### config.mk
export PLATFORM = sky130hd
export DESIGN_NAME = paula_audio_mix_sched
export DESIGN_NICKNAME = d
export VERILOG_FILES = /design/src/rtl/paula_audio_mix_sched.sv
export SDC_FILE = /design/constraint.sdc
export NUM_CORES = 1
export LEC_CHECK = 0
export ABC_AREA = 1
export ABC_CLOCK_PERIOD_IN_PS = 16100
export CAP_MARGIN = 20
export CORE_MARGIN = 10
export CORE_UTILIZATION = 51
export DETAILED_ROUTE_END_ITERATION = 8
export GPL_TIMING_DRIVEN = 0
export PLACE_DENSITY = 0.72
export SLEW_MARGIN = 10
export SYNTH_ARGS = -nofsm -noshare
export SYNTH_HDL_FRONTEND = slang
export SYNTH_SLANG_ARGS = --single-unit
### constraint.sdc
create_clock -name clk -period 16.1 [get_ports clk]
set_input_delay 3.22 -clock clk [delete_from_list [all_inputs] [get_ports clk]]
set_output_delay 3.22 -clock clk [all_outputs]
set_load 0.03 [all_outputs]
### src/rtl/paula_audio_mix_sched.sv
// Paula audio mixer/scheduler: four channels share one signed-by-unsigned
// volume multiplier over a 16-tick frame advanced by clk7_en. Left/right
// sums are registered once per frame for the sigma-delta modulator.
module paula_audio_mix_sched #(
  parameter int         SW       = 8,
  parameter int         VW       = 7,
  parameter int         OW       = 15,
  parameter logic [3:0] LEFT_MAP = 4'b1001
) (
  input  logic                 clk,
  input  logic                 reset,
  input  logic                 clk7_en,
  input  logic signed [SW-1:0] aud0,
  input  logic signed [SW-1:0] aud1,
  input  logic signed [SW-1:0] aud2,
  input  logic signed [SW-1:0] aud3,
  input  logic        [VW-1:0] vol0,
  input  logic        [VW-1:0] vol1,
  input  logic        [VW-1:0] vol2,
  input  logic        [VW-1:0] vol3,
  input  logic        [3:0]    mute,
  output logic signed [OW-1:0] ldatasum,
  output logic signed [OW-1:0] rdatasum,
  output logic                 sum_stb,
  output logic                 frame_sync
);

  // Product width; the product always fits (full scale is 2^(VW-1)).
  localparam int PW = SW + VW;
  // One guard bit so a saturating add can detect overflow.
  localparam int AW = OW + 1;
  localparam logic signed [AW-1:0] SAT_MAX = {2'b00, {(OW-1){1'b1}}};
  localparam logic signed [AW-1:0] SAT_MIN = {2'b11, {(OW-1){1'b0}}};
  // A set top volume bit means full scale, which is exactly that bit alone.
  localparam logic [VW-1:0] FULL_VOL = {1'b1, {(VW-1){1'b0}}};

  logic        [3:0]    fc_reg, fc_next;
  logic signed [SW-1:0] aud_in       [4];
  logic        [VW-1:0] vol_in       [4];
  logic signed [SW-1:0] snap_aud_reg [4];
  logic        [VW-1:0] snap_vol_reg [4];
  logic        [3:0]    snap_mute_reg;
  logic        [VW-1:0] effvol       [4];
  logic        [1:0]    mul_sel, acc_sel;
  logic signed [PW-1:0] mul_a, mul_b, prod_full;
  logic signed [PW-1:0] prod_reg, prod_next;
  logic signed [OW-1:0] acc_l_reg, acc_l_next, acc_r_reg, acc_r_next;
  logic signed [OW-1:0] ldatasum_reg, ldatasum_next, rdatasum_reg, rdatasum_next;
  logic                 sum_stb_reg, sum_stb_next, frame_sync_reg, frame_sync_next;

  assign aud_in[0] = aud0;
  assign aud_in[1] = aud1;
  assign aud_in[2] = aud2;
  assign aud_in[3] = aud3;
  assign vol_in[0] = vol0;
  assign vol_in[1] = vol1;
  assign vol_in[2] = vol2;
  assign vol_in[3] = vol3;

  // Effective volume per channel from the frame snapshot: mute forces 0,
  // the top bit clamps to full scale, otherwise the low bits are used.
  for (genvar gi = 0; gi < 4; gi++) begin : g_effvol
    assign effvol[gi] = snap_mute_reg[gi]        ? '0 :
                        snap_vol_reg[gi][VW-1]   ? FULL_VOL :
                        {1'b0, snap_vol_reg[gi][VW-2:0]};
  end

  // fc=1..4 multiplies channel fc-1; fc=2..5 accumulates channel fc-2.
  assign mul_sel = fc_reg[1:0] - 2'd1;
  assign acc_sel = fc_reg[1:0] - 2'd2;

  // Shared multiplier: signed sample times zero-extended (non-negative) volume.
  assign mul_a     = PW'(snap_aud_reg[mul_sel]);
  assign mul_b     = PW'({1'b0, effvol[mul_sel]});
  assign prod_full = mul_a * mul_b;

  // Add a product into an accumulator, clamping instead of wrapping.
  function automatic logic signed [OW-1:0] sat_add(input logic signed [OW-1:0] a,
                                                   input logic signed [PW-1:0] b);
    logic signed [AW-1:0] s;
    s = AW'(a) + AW'(b);
    if (s > SAT_MAX) return SAT_MAX[OW-1:0];
    if (s < SAT_MIN) return SAT_MIN[OW-1:0];
    return s[OW-1:0];
  endfunction

  // Input snapshot taken at the fc=0 tick; later input changes are ignored.
  always_ff @(posedge clk) begin
    if (reset) begin
      for (int i = 0; i < 4; i++) begin
        snap_aud_reg[i] <= '0;
        snap_vol_reg[i] <= '0;
      end
      snap_mute_reg <= '0;
    end else if (clk7_en && fc_reg == 4'd0) begin
      for (int i = 0; i < 4; i++) begin
        snap_aud_reg[i] <= aud_in[i];
        snap_vol_reg[i] <= vol_in[i];
      end
      snap_mute_reg <= mute;
    end
  end

  // Frame schedule: next-state for counter, product, accumulators, outputs.
  always_comb begin
    fc_next         = fc_reg;
    prod_next       = prod_reg;
    acc_l_next      = acc_l_reg;
    acc_r_next      = acc_r_reg;
    ldatasum_next   = ldatasum_reg;
    rdatasum_next   = rdatasum_reg;
    sum_stb_next    = 1'b0;
    frame_sync_next = 1'b0;
    if (clk7_en) begin
      fc_next = fc_reg + 4'd1;
      if (fc_reg == 4'd0) begin
        acc_l_next      = '0;
        acc_r_next      = '0;
        frame_sync_next = 1'b1;
      end
      if (fc_reg >= 4'd1 && fc_reg <= 4'd4) begin
        prod_next = prod_full;
      end
      if (fc_reg >= 4'd2 && fc_reg <= 4'd5) begin
        if (LEFT_MAP[acc_sel]) acc_l_next = sat_add(acc_l_reg, prod_reg);
        else                   acc_r_next = sat_add(acc_r_reg, prod_reg);
      end
      if (fc_reg == 4'd15) begin
        ldatasum_next = acc_l_reg;
        rdatasum_next = acc_r_reg;
        sum_stb_next  = 1'b1;
      end
    end
  end

  // State registers; reset abandons the current frame and clears outputs.
  always_ff @(posedge clk) begin
    if (reset) begin
      fc_reg         <= '0;
      prod_reg       <= '0;
      acc_l_reg      <= '0;
      acc_r_reg      <= '0;
      ldatasum_reg   <= '0;
      rdatasum_reg   <= '0;
      sum_stb_reg    <= 1'b0;
      frame_sync_reg <= 1'b0;
    end else begin
      fc_reg         <= fc_next;
      prod_reg       <= prod_next;
      acc_l_reg      <= acc_l_next;
      acc_r_reg      <= acc_r_next;
      ldatasum_reg   <= ldatasum_next;
      rdatasum_reg   <= rdatasum_next;
      sum_stb_reg    <= sum_stb_next;
      frame_sync_reg <= frame_sync_next;
    end
  end

  assign ldatasum   = ldatasum_reg;
  assign rdatasum   = rdatasum_reg;
  assign sum_stb    = sum_stb_reg;
  assign frame_sync = frame_sync_reg;

endmodule
==> impl_metrics.yaml <==
sta:
  slew_viol_final: 0
  hold_viol_final: 0
  final-setup-viol-count: 0
  min_period_over_period_pct: 40.9
  slew-limit-headroom_pct: 47.6
  grt_setup_unrepaired: "false"
  fin_tns_setup_ps: 0
  layout_min_cycle_time_ps: 6580
  tightestPinTransition_ps: 785
  max_freq_mhz: 152
  clock_skew_ps: 12.0
synth:
  synth_top_cells_by_area: "sky130_fd_sc_hd__edfxtp_1 (17%), sky130_fd_sc_hd__dfxtp_1 (16%), sky130_fd_sc_hd__inv_1 (8.8%), sky130_fd_sc_hd__fa_1 (8.7%), sky130_fd_sc_hd__ha_1 (7.4%)"
  seq_area_frac_synth_pct: 33.0
  postSynthRegisterBits: 145
  yosys-top-cells-count: "sky130_fd_sc_hd__inv_1 (248), sky130_fd_sc_hd__nand2_1 (209), sky130_fd_sc_hd__nor2_1 (197), sky130_fd_sc_hd__dfxtp_1 (85), sky130_fd_sc_hd__o21ai_0 (74)"
  synth_top_area_share_pct: 16.9
  fraction_of_the_mapped_netlist_area_in_compound_gates_pct: 12.3
  yosysWarningCount: 0
  post_synth_mux_area_share_pct: 0
  synth-adder-area-share_pct: 16.1
  synth_xor_xnor_area_share_pct: 2.31
  synth_top_cell_by_area: "sky130_fd_sc_hd__edfxtp_1"
  post_synth_num_cell_types: 49
  netlist_instances: 1382
  synthMostInstantiatedCell: "sky130_fd_sc_hd__inv_1"
  postSynth.topFlopCell: "sky130_fd_sc_hd__dfxtp_1"
  post_synth.cell_area_avg_sq_um: 7.69
  synth_edf_count: 60
  synth.net_count: 1558
  synth_area_sq_um: 10600
  synthArstFlopShare_pct: 0
  synth_top_family_by_area: "simple AND/OR/NAND/NOR gates"
  synth_simple_gate_area_share_pct: 23.8
routing:
  post_drt_wl_per_cell_um: 15.3
  routed_via_density: 5.14
  route.vias.total: 9164
  detail_route.drc_violations: 0
  drt_first_iter_violations: 516
  detail_route.first_pass.iterations: 5
  routed_wl_um: 27300
  drt_antenna_net_count: 0
worst_setup_path:
  largest_fanout_on_the_critical_path: 10
  worst-endpoint-arrival_ps: 6960
  critical_setup_path_kind: "register to register"
  kind_of_end_point_of_the_critical_path: "register"
  worstSetupStartpointType: "register"
  cp_data_required_time_ps: 16480
global_routing:
  global_route.overflow_total: 0
  globalRouteTotalUtil_pct: 20.5
  grt_max_degree: 65
  antenna_found_initial: 0
  wire_length_of_the_first_global_routing_pass_um: 44700
  first_global_vias: 9214
clock_network:
  ctsRootBufferMaster: "sky130_fd_sc_hd__clkbuf_16"
  clock_sinks: 145
  cts-root-to-sink-buffers: 2
  post_cts_resize_count: 0
  tritoncts.num_buffers: 17
  post_cts_buffers: 0
  cts_max_level: 4
  post_cts_hold_buffer_count: 0
  source_to_sink_clock_delay_at_the_later_pin_of_the_worst_skew_pair_ps: 440
  clkSlewWorstSetupHoldPaths_ps: 70
  tritoncts: "built"
layout:
  area_delta_synth_final_pct: 18.1
  layout-drive-gt1-share_pct: 11.2
  number_of_flip_flops_in_the_largest_register: 32
  antennaDiodeCount: 0
  filler_cell_count: 1844
  fin_nets: 1675
power_and_ir_drop:
  power.share.switching_pct: 42.7
  share_comb_of_total_power_pct: 47.8
  intPower_w: 0.000931
  power.net_switching_w: 0.000693
  p_seq_share_pct: 27.5
  power.density_nw_per_um2: 129
  clock_power_share_pct: 24.8
  static-leakage-power_nw: 6.13
  p_total_w: 0.00162
  vdd_drop_max_v: 0.0000987
floorplanning:
  core_area_sq_um: 20400
  die_x_um: 164
  fp.dieArea_sq_um: 27000
  die_h_um: 164
  floorplan.initialDensity_pct: 52.2
  io-pin-count: 99
  placement_rows: 52
min_path:
  min_delay_path_class: "register to register"
placement:
  globalplace.congestion: 0.943
  hpwlAfterDp_um: 21600
  portBuffers: 98
run:
  max_cap_viol_count: 0
status:
  outcome: "complete, no violations"
## path summary, 6_finish.rpt
kind | depth (start not counted) | slack (ps) | to | start
worst max-delay path | 25 | 9520 | prod_reg[14] | fc_reg[0]
worst min-delay path | 2 | 510 | rdatasum[7] | acc_r_reg[7]
worst max register to register | 25 | 9520 | prod_reg[14] | fc_reg[0]
worst min register to register | 2 | 510 | rdatasum[7] | acc_r_reg[7]
## layer usage
layer / vias to the layer above / track usage [%] / wire length, um
met2: 265 / 35.3 / 13100
met5: - / 0 / 0
met3: 61 / 3.61 / 1430
li1: 4631 / - / -
met1: 4207 / 24.2 / 11700
met4: 0 / 9.78 / 1080
## layout make-up
type	count	area (sq um)	share of cell area, %
Buffer	47	299	2.38
Clock buffer	17	425	3.39
Sequential cell	145	3500	27.9
Timing Repair Buffer	98	981	7.82
Inverter	275	1030	8.22
Clock inverter	15	169	1.35
Tap cell	270	338	2.69
Multi-Input combinational cell	915	5800	46.2
## power groups by stage
| stage | clock, W | sequential, W | combinational, W |
|---|---|---|---|
| 3_5_place_dp | 0 | 0.000454 | 0.000774 |
| 4_1_cts | 0.000406 | 0.000446 | 0.000780 |
| 5_1_grt | 0.000419 | 0.000448 | 0.000904 |
| 3_3_place_gp | 0 | 0.000454 | 0.000756 |
| 6_report | 0.000402 | 0.000446 | 0.000776 |
| 2_1_floorplan | 0 | 0.000439 | 0.000607 |
## cells in the final DEF (no fill, tap or decap), types with 5 or more instances in the layout
master                            instances
sky130_fd_sc_hd__a21oi_1                 64
sky130_fd_sc_hd__a221o_1                  6
sky130_fd_sc_hd__nand2_1                208
sky130_fd_sc_hd__xor2_1                  16
sky130_fd_sc_hd__clkbuf_1                25
sky130_fd_sc_hd__nand3_2                 15
sky130_fd_sc_hd__nand3_1                 68
sky130_fd_sc_hd__clkbuf_16               17
sky130_fd_sc_hd__clkdlybuf4s50_1         98
sky130_fd_sc_hd__buf_2                    8
sky130_fd_sc_hd__inv_1                  248
sky130_fd_sc_hd__or2_1                    5
sky130_fd_sc_hd__dfxtp_1                 85
sky130_fd_sc_hd__o21ai_0                 74
sky130_fd_sc_hd__edfxtp_1                60
sky130_fd_sc_hd__nand2_2                 28
sky130_fd_sc_hd__or2_2                   11
sky130_fd_sc_hd__nand4_1                  7
sky130_fd_sc_hd__nor2_1                 197
sky130_fd_sc_hd__nor3_1                   6
sky130_fd_sc_hd__a31oi_1                 32
sky130_fd_sc_hd__xnor2_1                 12
sky130_fd_sc_hd__ha_1                    63
sky130_fd_sc_hd__nor3_2                   6
sky130_fd_sc_hd__fa_1                    46
sky130_fd_sc_hd__a21oi_2                 18
sky130_fd_sc_hd__inv_2                   27
## critical path, stage by stage (launching register included)
cell                       delay [ps]
sky130_fd_sc_hd__dfxtp_1          430
sky130_fd_sc_hd__inv_2            110
sky130_fd_sc_hd__clkbuf_1         430
sky130_fd_sc_hd__ha_1             330
sky130_fd_sc_hd__buf_4            180
sky130_fd_sc_hd__inv_1            200
sky130_fd_sc_hd__buf_2            320
sky130_fd_sc_hd__a32o_1           470
sky130_fd_sc_hd__nor2_1           200
sky130_fd_sc_hd__fa_1             620
sky130_fd_sc_hd__inv_1            120
sky130_fd_sc_hd__fa_1             540
sky130_fd_sc_hd__inv_1             60
sky130_fd_sc_hd__fa_1             520
sky130_fd_sc_hd__inv_1             50
sky130_fd_sc_hd__fa_1             520
sky130_fd_sc_hd__inv_1             40
sky130_fd_sc_hd__ha_1             350
sky130_fd_sc_hd__inv_1             90
sky130_fd_sc_hd__o21ai_0          230
sky130_fd_sc_hd__nand3_1          110
sky130_fd_sc_hd__nand4_1          120
sky130_fd_sc_hd__nor2_1            50
sky130_fd_sc_hd__o21ai_0          260
sky130_fd_sc_hd__nand2_1           80
sky130_fd_sc_hd__inv_1             60
## stage by stage
stage / setup slack, ps / util (%) / cells / cell area [sq um] / hold WS [ps]
finish: 9520 / 61.6 / 1782 / 12600 / 507
global route: 9120 / 61.6 / 1782 / 12600 / 542
CTS: 9510 / 61.6 / 1782 / 12600 / 502
detailed placement: 9570 / 58.7 / 1750 / 12000 / 493
global placement: 9360 / 58.7 / 1750 / 11900 / 487
floorplan: 10640 / - / 1382 / 10600 / 461
## kinds of logic (layout without fill, tap and decap cells)
| family | after synthesis | count (layout) |
|---|---|---|
| XOR/XNOR | 28 | 28 |
| AND/OR/NAND/NOR | 565 | 565 |
| AO/OA/AOI/OAI | 213 | 213 |
| adder cells (fa/ha/maj) | 109 | 109 |
| buffers and inverters | 322 | 452 |
| flip-flops | 145 | 145 |
Power figures use the tool's default switching activity.
